**src/rtl/fifo_wr_arbiter.sv**
```systemverilog
// Round-robin write arbiter sharing one FIFO write port among N_REQ valid/ready
// producers, with a burst lock so a granted producer keeps the port for up to MAX_BURST beats.
module fifo_wr_arbiter #(
  parameter  int N_REQ     = 4,
  parameter  int DATA_W    = 32,
  parameter  int MAX_BURST = 4,
  localparam int ID_W      = $clog2(N_REQ),
  localparam int CNT_W     = $clog2(MAX_BURST + 1)
) (
  input  logic                    clk,
  input  logic                    rst,
  input  logic [N_REQ-1:0]        req_valid_i,
  input  logic [N_REQ*DATA_W-1:0] req_data_i,
  output logic [N_REQ-1:0]        req_ready_o,
  input  logic                    fifo_full_i,
  output logic                    fifo_write_o,
  output logic [DATA_W-1:0]       fifo_wdata_o,
  output logic [ID_W-1:0]         fifo_wid_o,
  output logic                    lock_active_o,
  output logic                    dbg_locked_o,
  output logic [CNT_W-1:0]        dbg_burst_cnt_o,
  output logic [ID_W-1:0]         dbg_last_id_o
);

  // Handshake: a beat moves when req_valid_i[i] && req_ready_o[i] in the same cycle;
  // req_ready_o depends only on registered state, req_valid_i and fifo_full_i, never on itself.

  if (N_REQ < 2) begin : g_bad_n_req
    $error("fifo_wr_arbiter: N_REQ must be >= 2");
  end
  if (MAX_BURST < 1) begin : g_bad_max_burst
    $error("fifo_wr_arbiter: MAX_BURST must be >= 1");
  end

  logic [ID_W-1:0]  last_id_q, last_id_d;
  logic             lock_vld_q, lock_vld_d;
  logic [ID_W-1:0]  lock_id_q, lock_id_d;
  logic [CNT_W-1:0] burst_cnt_q, burst_cnt_d;

  logic             locked;
  logic             rr_found;
  logic [ID_W-1:0]  rr_id;
  logic [ID_W-1:0]  gnt;
  logic             acc;
  logic [ID_W:0]    rr_sum;

  // State register
  always_ff @(posedge clk) begin
    if (rst) begin
      last_id_q   <= ID_W'(N_REQ - 1);
      lock_vld_q  <= 1'b0;
      lock_id_q   <= '0;
      burst_cnt_q <= '0;
    end else begin
      last_id_q   <= last_id_d;
      lock_vld_q  <= lock_vld_d;
      lock_id_q   <= lock_id_d;
      burst_cnt_q <= burst_cnt_d;
    end
  end

  // Output / grant logic: locked owner first, else rotating search from last_id+1
  always_comb begin
    locked       = lock_vld_q && req_valid_i[lock_id_q] && (burst_cnt_q < CNT_W'(MAX_BURST));
    rr_found     = 1'b0;
    rr_id        = '0;
    rr_sum       = '0;
    for (int k = 1; k <= N_REQ; k++) begin
      rr_sum = {1'b0, last_id_q} + (ID_W + 1)'(k);
      if (rr_sum >= (ID_W + 1)'(N_REQ)) rr_sum = rr_sum - (ID_W + 1)'(N_REQ);
      if (!rr_found && req_valid_i[rr_sum[ID_W-1:0]]) begin
        rr_found = 1'b1;
        rr_id    = rr_sum[ID_W-1:0];
      end
    end
    gnt          = locked ? lock_id_q : rr_id;
    acc          = (locked || rr_found) && !fifo_full_i && !rst;
    fifo_write_o = acc;
    fifo_wid_o   = gnt;
    fifo_wdata_o = '0;
    req_ready_o  = '0;
    for (int i = 0; i < N_REQ; i++) begin
      if (gnt == ID_W'(i)) begin
        fifo_wdata_o   = req_data_i[i*DATA_W +: DATA_W];
        req_ready_o[i] = acc;
      end
    end
    lock_active_o   = lock_vld_q;
    dbg_locked_o    = locked;
    dbg_burst_cnt_o = burst_cnt_q;
    dbg_last_id_o   = last_id_q;
  end

  // Next-state logic; a full FIFO freezes everything
  always_comb begin
    last_id_d   = last_id_q;
    lock_vld_d  = lock_vld_q;
    lock_id_d   = lock_id_q;
    burst_cnt_d = burst_cnt_q;
    if (!fifo_full_i) begin
      if (lock_vld_q && !req_valid_i[lock_id_q]) begin
        lock_vld_d  = 1'b0;
        burst_cnt_d = '0;
      end
      if (acc) begin
        last_id_d = gnt;
        if (locked) begin
          burst_cnt_d = burst_cnt_q + CNT_W'(1);
        end else begin
          lock_id_d   = gnt;
          burst_cnt_d = CNT_W'(1);
          lock_vld_d  = 1'b1;
        end
        if (burst_cnt_d == CNT_W'(MAX_BURST)) begin
          lock_vld_d  = 1'b0;
          burst_cnt_d = '0;
        end
      end
    end
  end

`ifndef SYNTHESIS
  a_ready_onehot0: assert property (@(posedge clk) disable iff (rst) $onehot0(req_ready_o));
  a_no_write_full: assert property (@(posedge clk) disable iff (rst) fifo_write_o |-> !fifo_full_i);
  a_cnt_range:     assert property (@(posedge clk) disable iff (rst) burst_cnt_q <= CNT_W'(MAX_BURST));
`endif

endmodule

```
**config.mk**
```make
export PLATFORM = sky130hd
export DESIGN_NAME = fifo_wr_arbiter
export DESIGN_NICKNAME = d
export VERILOG_FILES = /design/src/rtl/fifo_wr_arbiter.sv
export SDC_FILE = /design/constraint.sdc
export NUM_CORES = 1
export LEC_CHECK = 0
export ABC_AREA = 1
export BUFFER_PORTS_ARGS = -buffer_cell sky130_fd_sc_hd__buf_2
export CORE_ASPECT_RATIO = 0.7
export CORE_MARGIN = 4
export CORE_UTILIZATION = 37
export CTS_BUF_LIST = sky130_fd_sc_hd__clkbuf_2
export DETAILED_ROUTE_END_ITERATION = 12
export GPL_ROUTABILITY_DRIVEN = 0
export MAX_ROUTING_LAYER = met4
export PLACE_DENSITY = 0.81
export RECOVER_POWER = 25
export SLEW_MARGIN = 20
export SYNTH_ARGS = -nofsm -noshare
export SYNTH_HDL_FRONTEND = slang
export SYNTH_SLANG_ARGS = --single-unit
```
**constraint.sdc**
```tcl
create_clock -name clk -period 2.3 [get_ports clk]
set_clock_uncertainty 0.1 [all_clocks]
set_input_delay 0.345 -clock clk [delete_from_list [all_inputs] [get_ports clk]]
set_output_delay 0.345 -clock clk [all_outputs]
set_load 0.02 [all_outputs]
```
# After elaboration in Yosys (flattened, before gate mapping)
# Cells that the tools add are included.
dict set report classes {
  magnitude_cmp 10
  bitwise 2
  n_eq_ne 4
  addsub 9
  mux 41
  n_reduce_logical 20
}
# op count
set op_table {}
lappend op_table {{$mux 32} 4}
lappend op_table {{$mux 2} 9}
lappend op_table {{$mux 3} 6}
lappend op_table {{$mux 1} 17}
lappend op_table {{$lt 2x3->1 const B} 5}
lappend op_table {{$ge 3x3->1 const B} 4}
lappend op_table {{$bmux 1 s2} 5}
lappend op_table {{$logic_and 1x1->1} 8}
lappend op_table {{$sub 2x1->2 const B} 4}
lappend op_table {{$add 2x2->3 const B} 2}
lappend op_table {{$logic_not 1->1} 6}
lappend op_table {{$eq 2x2->1 const B} 2}
lappend op_table {{$reduce_and 2->1} 2}
lappend op_table {{$add 2x1->3 const B} 1}
lappend op_table {{$add 2x3->3 const B} 1}
lappend op_table {{$add 3x1->3 const B} 1}
lappend op_table {{$eq 3x3->1 const B} 1}
lappend op_table {{$lt 3x3->1 const B} 1}
lappend op_table {{$reduce_and 3->1} 1}
lappend op_table {{$eq 2x1->1 const B} 1}
lappend op_table {{$logic_not 2->1} 1}
lappend op_table {{$not 1->1} 2}
lappend op_table {{$reduce_bool 2->1} 1}
lappend op_table {{$logic_or 1x1->1} 1}
dict set report totals {
  register_bits 8
  elab_cells 90
}

# Longest topological paths before layout
dict set report logic_depth {
  ltp_word 23
  ltp_mapped 16
  ltp_nobuf 14
}

# Worst setup path before layout
# OpenSTA, ideal clock, no wires.
dict set report synth_timing {
  kind {flip-flop to output port}
  start {register last_id_q[0] (netlist: dbg_last_id_o[0])}
  end {output req_ready_o[2]}
  setup_slack_ns -0.127
  arrival_time_ns 1.982
  path_stages_with_launch 15
  path_buffers 2
  path_cell_list {dfxtp_1 -> buf_6 -> inv_4 -> nand2_1 -> nand2_2 -> nand2_2 -> nand2_2 -> nor2_4 -> nand4_1 -> nand2_1 -> nand2_1 -> nand2_2 -> buf_2 -> nand2_1 -> nor2_1}
}
# item line
set synth_rtl {}
lappend synth_rtl {{start: declaration} 35} ;# logic [ID_W-1:0] last_id_q, last_id_d;
lappend synth_rtl {{start signal: assignment} 50} ;# last_id_q <= ID_W'(N_REQ - 1);
lappend synth_rtl {{start signal: assignment} 55} ;# last_id_q <= last_id_d;
lappend synth_rtl {{$add 2x1->3} 69} ;# rr_sum = {1'b0, last_id_q} + (ID_W + 1)'(k);
lappend synth_rtl {{$ge 3x3->1 / $sub 2x1->2 (equally long branches)} 70} ;# if (rr_sum >= (ID_W + 1)'(N_REQ)) rr_sum = rr_sum - (ID_W + 1)'(N_REQ);
lappend synth_rtl {{$mux 2} 70}
lappend synth_rtl {{$bmux 1 s2} 71} ;# if (!rr_found && req_valid_i[rr_sum[ID_W-1:0]]) begin
lappend synth_rtl {{$mux 1 (implied by the code)} 71}
lappend synth_rtl {{$mux 1} 71}
lappend synth_rtl {{$logic_not 1->1} 71}
lappend synth_rtl {{$logic_and 1x1->1} 71}
lappend synth_rtl {{(+3 left out)} -}
lappend synth_rtl {{$mux 1} 71}
lappend synth_rtl {{$logic_not 1->1} 71}
lappend synth_rtl {{$logic_and 1x1->1} 71}
lappend synth_rtl {{$mux 2 *} 71}
lappend synth_rtl {{$mux 2 *} 76} ;# gnt = locked ? lock_id_q : rr_id;
lappend synth_rtl {{via fifo_wid_o[1]} 18} ;# output logic [ID_W-1:0] fifo_wid_o,
lappend synth_rtl {{$eq 2x2->1 *} 83} ;# if (gnt == ID_W'(i)) begin
lappend synth_rtl {{$mux 1 *} 83}
lappend synth_rtl {{end: declaration} 14} ;# output logic [N_REQ-1:0] req_ready_o,
# The timed path passes the listed nets; every way through them passes the cells marked *. The select of a mux whose other input is x is not followed.

# Final worst setup path
dict set report layout_timing {
  start {register last_id_q[0] (netlist: dbg_last_id_o[0])}
  end {output fifo_wdata_o[4]}
}
dict set report layout_between {
  elab_chain_len 21
}
# item line
set layout_rtl {}
lappend layout_rtl {{$add 2x1->3} 69}
lappend layout_rtl {{$ge 3x3->1 / $sub 2x1->2 (equally long branches)} 70}
lappend layout_rtl {{$mux 2} 70}
lappend layout_rtl {{$bmux 1 s2} 71}
lappend layout_rtl {{$mux 1 (implied by the code)} 71}
lappend layout_rtl {{$mux 1} 71}
lappend layout_rtl {{$logic_not 1->1} 71}
lappend layout_rtl {{$logic_and 1x1->1} 71}
lappend layout_rtl {{(+3 left out)} -}
lappend layout_rtl {{$mux 1} 71}
lappend layout_rtl {{$logic_not 1->1} 71}
lappend layout_rtl {{$logic_and 1x1->1} 71}
lappend layout_rtl {{$mux 2 *} 71}
lappend layout_rtl {{$mux 2 *} 76}
lappend layout_rtl {{$logic_not 2->1} 83}
lappend layout_rtl {{$mux 32 (3 in a row)} 83}
lappend layout_rtl {{$mux 32 *} 83}
lappend layout_rtl {{end: declaration} 17} ;# output logic [DATA_W-1:0] fifo_wdata_o,
# Mark *: on every way between the ends. The rest lies on a longest branch, timed or not. The select of a mux whose other input is x is not followed.

==> flow_summary.ini <==
[run_status]
outcome = finished with violations
violations = setup timing

[yosys]
netlist_area_mm2 = 0.00175
syn_inst = 314
synth_area_per_cell_um2 = 5.57
synth_seq_cells = 8
yosys.area.top_type = nand3_1
synth_top_cell_area_share_pct = 30.3
syn-num-nets = 450
ys_top_cells_by_area = nand3_1 (30%), nand2_1 (17%), nand4_1 (13%)
ys_types = 28
yosysSeqAreaShare_pct = 9.16
yosys_warnings = 0

[finish]
syn_to_final_growth_pct = 96.4
nFillCells = 337
fin_cells = 564
n_antenna_cell = 0
fin_area_mm2 = 0.00343
drive_above_1_share_pct = 56.4
fin_nets = 647

[floorplanning]
die-area_mm2 = 0.00591
start_util_pct = 39.3
core_mm2 = 0.00445
fp.dieW_um = 90.2
io_pins = 181
die_y_um = 65.5
num_rows = 20

[sta]
rsz0062_at_grt = yes
relSlewSlack_pct = 81.8
tns_ns = -15.32
final_hold_viol_count = 0
period_needed_ns = 2.77
fmax_ghz = 0.361
setup_viol = 38
report.final.slew_viol_count = 0
hold_ws_ns = 0.289
worst_slack_ns = -0.472
worstMarginPinSlew_ns = 0.271
period_share_pct = 121

[detailed_routing]
avgViaCountPerCell = 5.81
ant_nets = 0
remaining_drc_errors = 0
vias = 3278
wl_per_cell_um = 17.9
drtPass1Iterations = 5
drtIter0Drc = 289
drt-total-wl_um = 10100

[run]
cap_violations = 0

[critical_path]
cp_data_required_time_ns = 1.86
crit_path_start = dbg_last_id_o[0]
cp-start-kind = flip-flop
regToRegStartpoint = dbg_last_id_o[0]
cp_max_fo = 15
cp.arrival_ns = 2.33
critPathKind = flip-flop to primary output
cp-end-kind = primary output

[worst_hold_path]
worstHoldStart = fifo_full_i
hp-class = input port to flip-flop

[power_and_ir_drop]
combPwrFrac_pct = 93.8
seqPwrFrac_pct = 4.1
p_int_mw = 2.16
power_frac_clock_pct = 2.1
switching_power_mw = 2.49
p_leak_nw = 1.73
switching_share_pct = 53.6
power.density_mw_per_mm2 = 1350
max-vdd-ir-drop_uv = 824

[grt]
grtUsageTotal_pct = 27.9
antenna_found_initial = 0
grt_pass1_wl_um = 13500
gr-total-overflow = 0
grt_max_degree = 35
grt_pass1_vias = 2920

[clock_tree]
clock_path_buffers = 2
numCtsBuffers = 3
clock_latency_ns = 0.27
cts_tree = done
htreeDepth = 1
clkTransAtPathRegs_ns = 0.13
root_buffer = clkbuf_2
clock-sinks = 8

[placed_design]
dp_cells = 541
place_hpwl_um = 6450
place_area_mm2 = 0.00277
numPortBuffers = 180
[power by group through the flow]
stage / sequential [mW] / combinational (mW) / clock (mW)
after floorplan: 0.189 / 2.09 / 0
after global placement: 0.189 / 3.00 / 0
after detailed placement: 0.191 / 3.05 / 0
after CTS: 0.187 / 3.74 / 0.0934
after global routing: 0.193 / 4.59 / 0.100
final: 0.189 / 4.36 / 0.0990
[placed cells by master, fill, tap and decap left out, types with 3 or more instances in the layout]
cell type and count:
buf_2 138, nand3_1 86, nand2_1 64, nand4_1 35
buf_4 35, buf_6 29, nand2_2 21, nand3_2 21
inv_1 11, nand2_4 7, buf_12 7, nor2_4 6
a21oi_1 6, dfxtp_1 6, inv_2 5, nor2_2 3
clkbuf_2 3, clkbuf_16 3, clkbuf_1 3
[what timing repair did]
| item | 4_1_cts | 5_1_grt |
|---|---|---|
| endpoints found under the setup margin | 38 | 39 |
| resized for setup | 67 | 59 |
| hold buffers | 0 | 0 |
| setup buffers | 8 | 6 |
| pin swaps | 2 | 32 |
| cloned | 3 | 5 |
[worst paths after layout]
path | end | cells after the start | slack [ns]
min | lock_active_o | 3 | 0.29
max reg2reg | lock_id_q[0] | 13 | 0.30
max | fifo_wdata_o[4] | 15 | -0.47
min reg2reg | dbg_burst_cnt_o[2] | 2 | 0.40
[logic make-up (layout without fill, tap and decap cells)]
group           after synthesis  after routing  synth area share, %
fa+ha+maj                     1              1                0.715
flops                         8              8                 9.16
simple gates                247            247                 70.5
compound gates               13             13                 4.86
buf+inv                      45            240                 14.8
[per-layer routing]
metal  wire [µm]  up-vias  GRT usage (%)
li1            -     1496              -
met1        3650     1477           32.1
met2        4890      252           50.9
met3        1220       53           7.44
met4         333        0           3.24
met5           0        -              -
[worst max-delay path, cell delays in order (launching register included)]
cell and delay, ns:
dfxtp_4 0.43, inv_6 0.07, nand2_2 0.07, nand2_2 0.09, nand2_4 0.10, nand2_4 0.06
nor2_4 0.09, nand3_2 0.09, nand2_2 0.12, nor2_4 0.05, nor2_4 0.21, buf_4 0.18
buf_12 0.14, nand3_1 0.09, nand4_1 0.13, buf_6 0.14
[state kept, by name, indices dropped and copies added (netlist names)]
signal,cells
dbg_burst_cnt_o,3
lock_active_o,1
lock_id_q,2
dbg_last_id_o,2
[per-stage QoR]
step                      power (mW)  setup slack (ns)  utilization (%)
after floorplan                 2.27           0.00308                -
after global placement          3.19           -0.0406             62.2
final                           4.65            -0.472             77.1
after detailed placement        3.24            -0.121             62.2
after CTS                       4.02            -0.330             69.9
after global routing            4.88            -0.551             77.1
[layout make-up]
cell class,count,area (µm²),area share [%]
Timing Repair Buffer,218,1580,46.0
Multi-Input combinational cell,261,1520,44.3
Sequential cell,8,168,4.88
Inverter,19,78.8,2.30
Tap cell,55,68.8,2.00
Clock buffer,3,15.0,0.437
[cell usage after synthesis]
cell	n
a21oi_1	6
a31oi_1	1
buf_1	1
buf_2	11
buf_4	7
buf_6	6
clkbuf_1	1
clkinv_1	1
dfxtp_1	8
ha_1	1
inv_1	15
inv_2	1
inv_4	2
nand2_1	77
nand2_2	14
nand2_4	1
nand3_1	106
nand3_2	1
nand3b_1	2
nand4_1	35
nor2_1	5
nor2_2	2
nor2_4	3
nor3_1	1
o21ai_0	2
o21ai_1	1
o21bai_4	1
o31ai_1	2
Note: power is estimated with default switching activity, not from simulation.
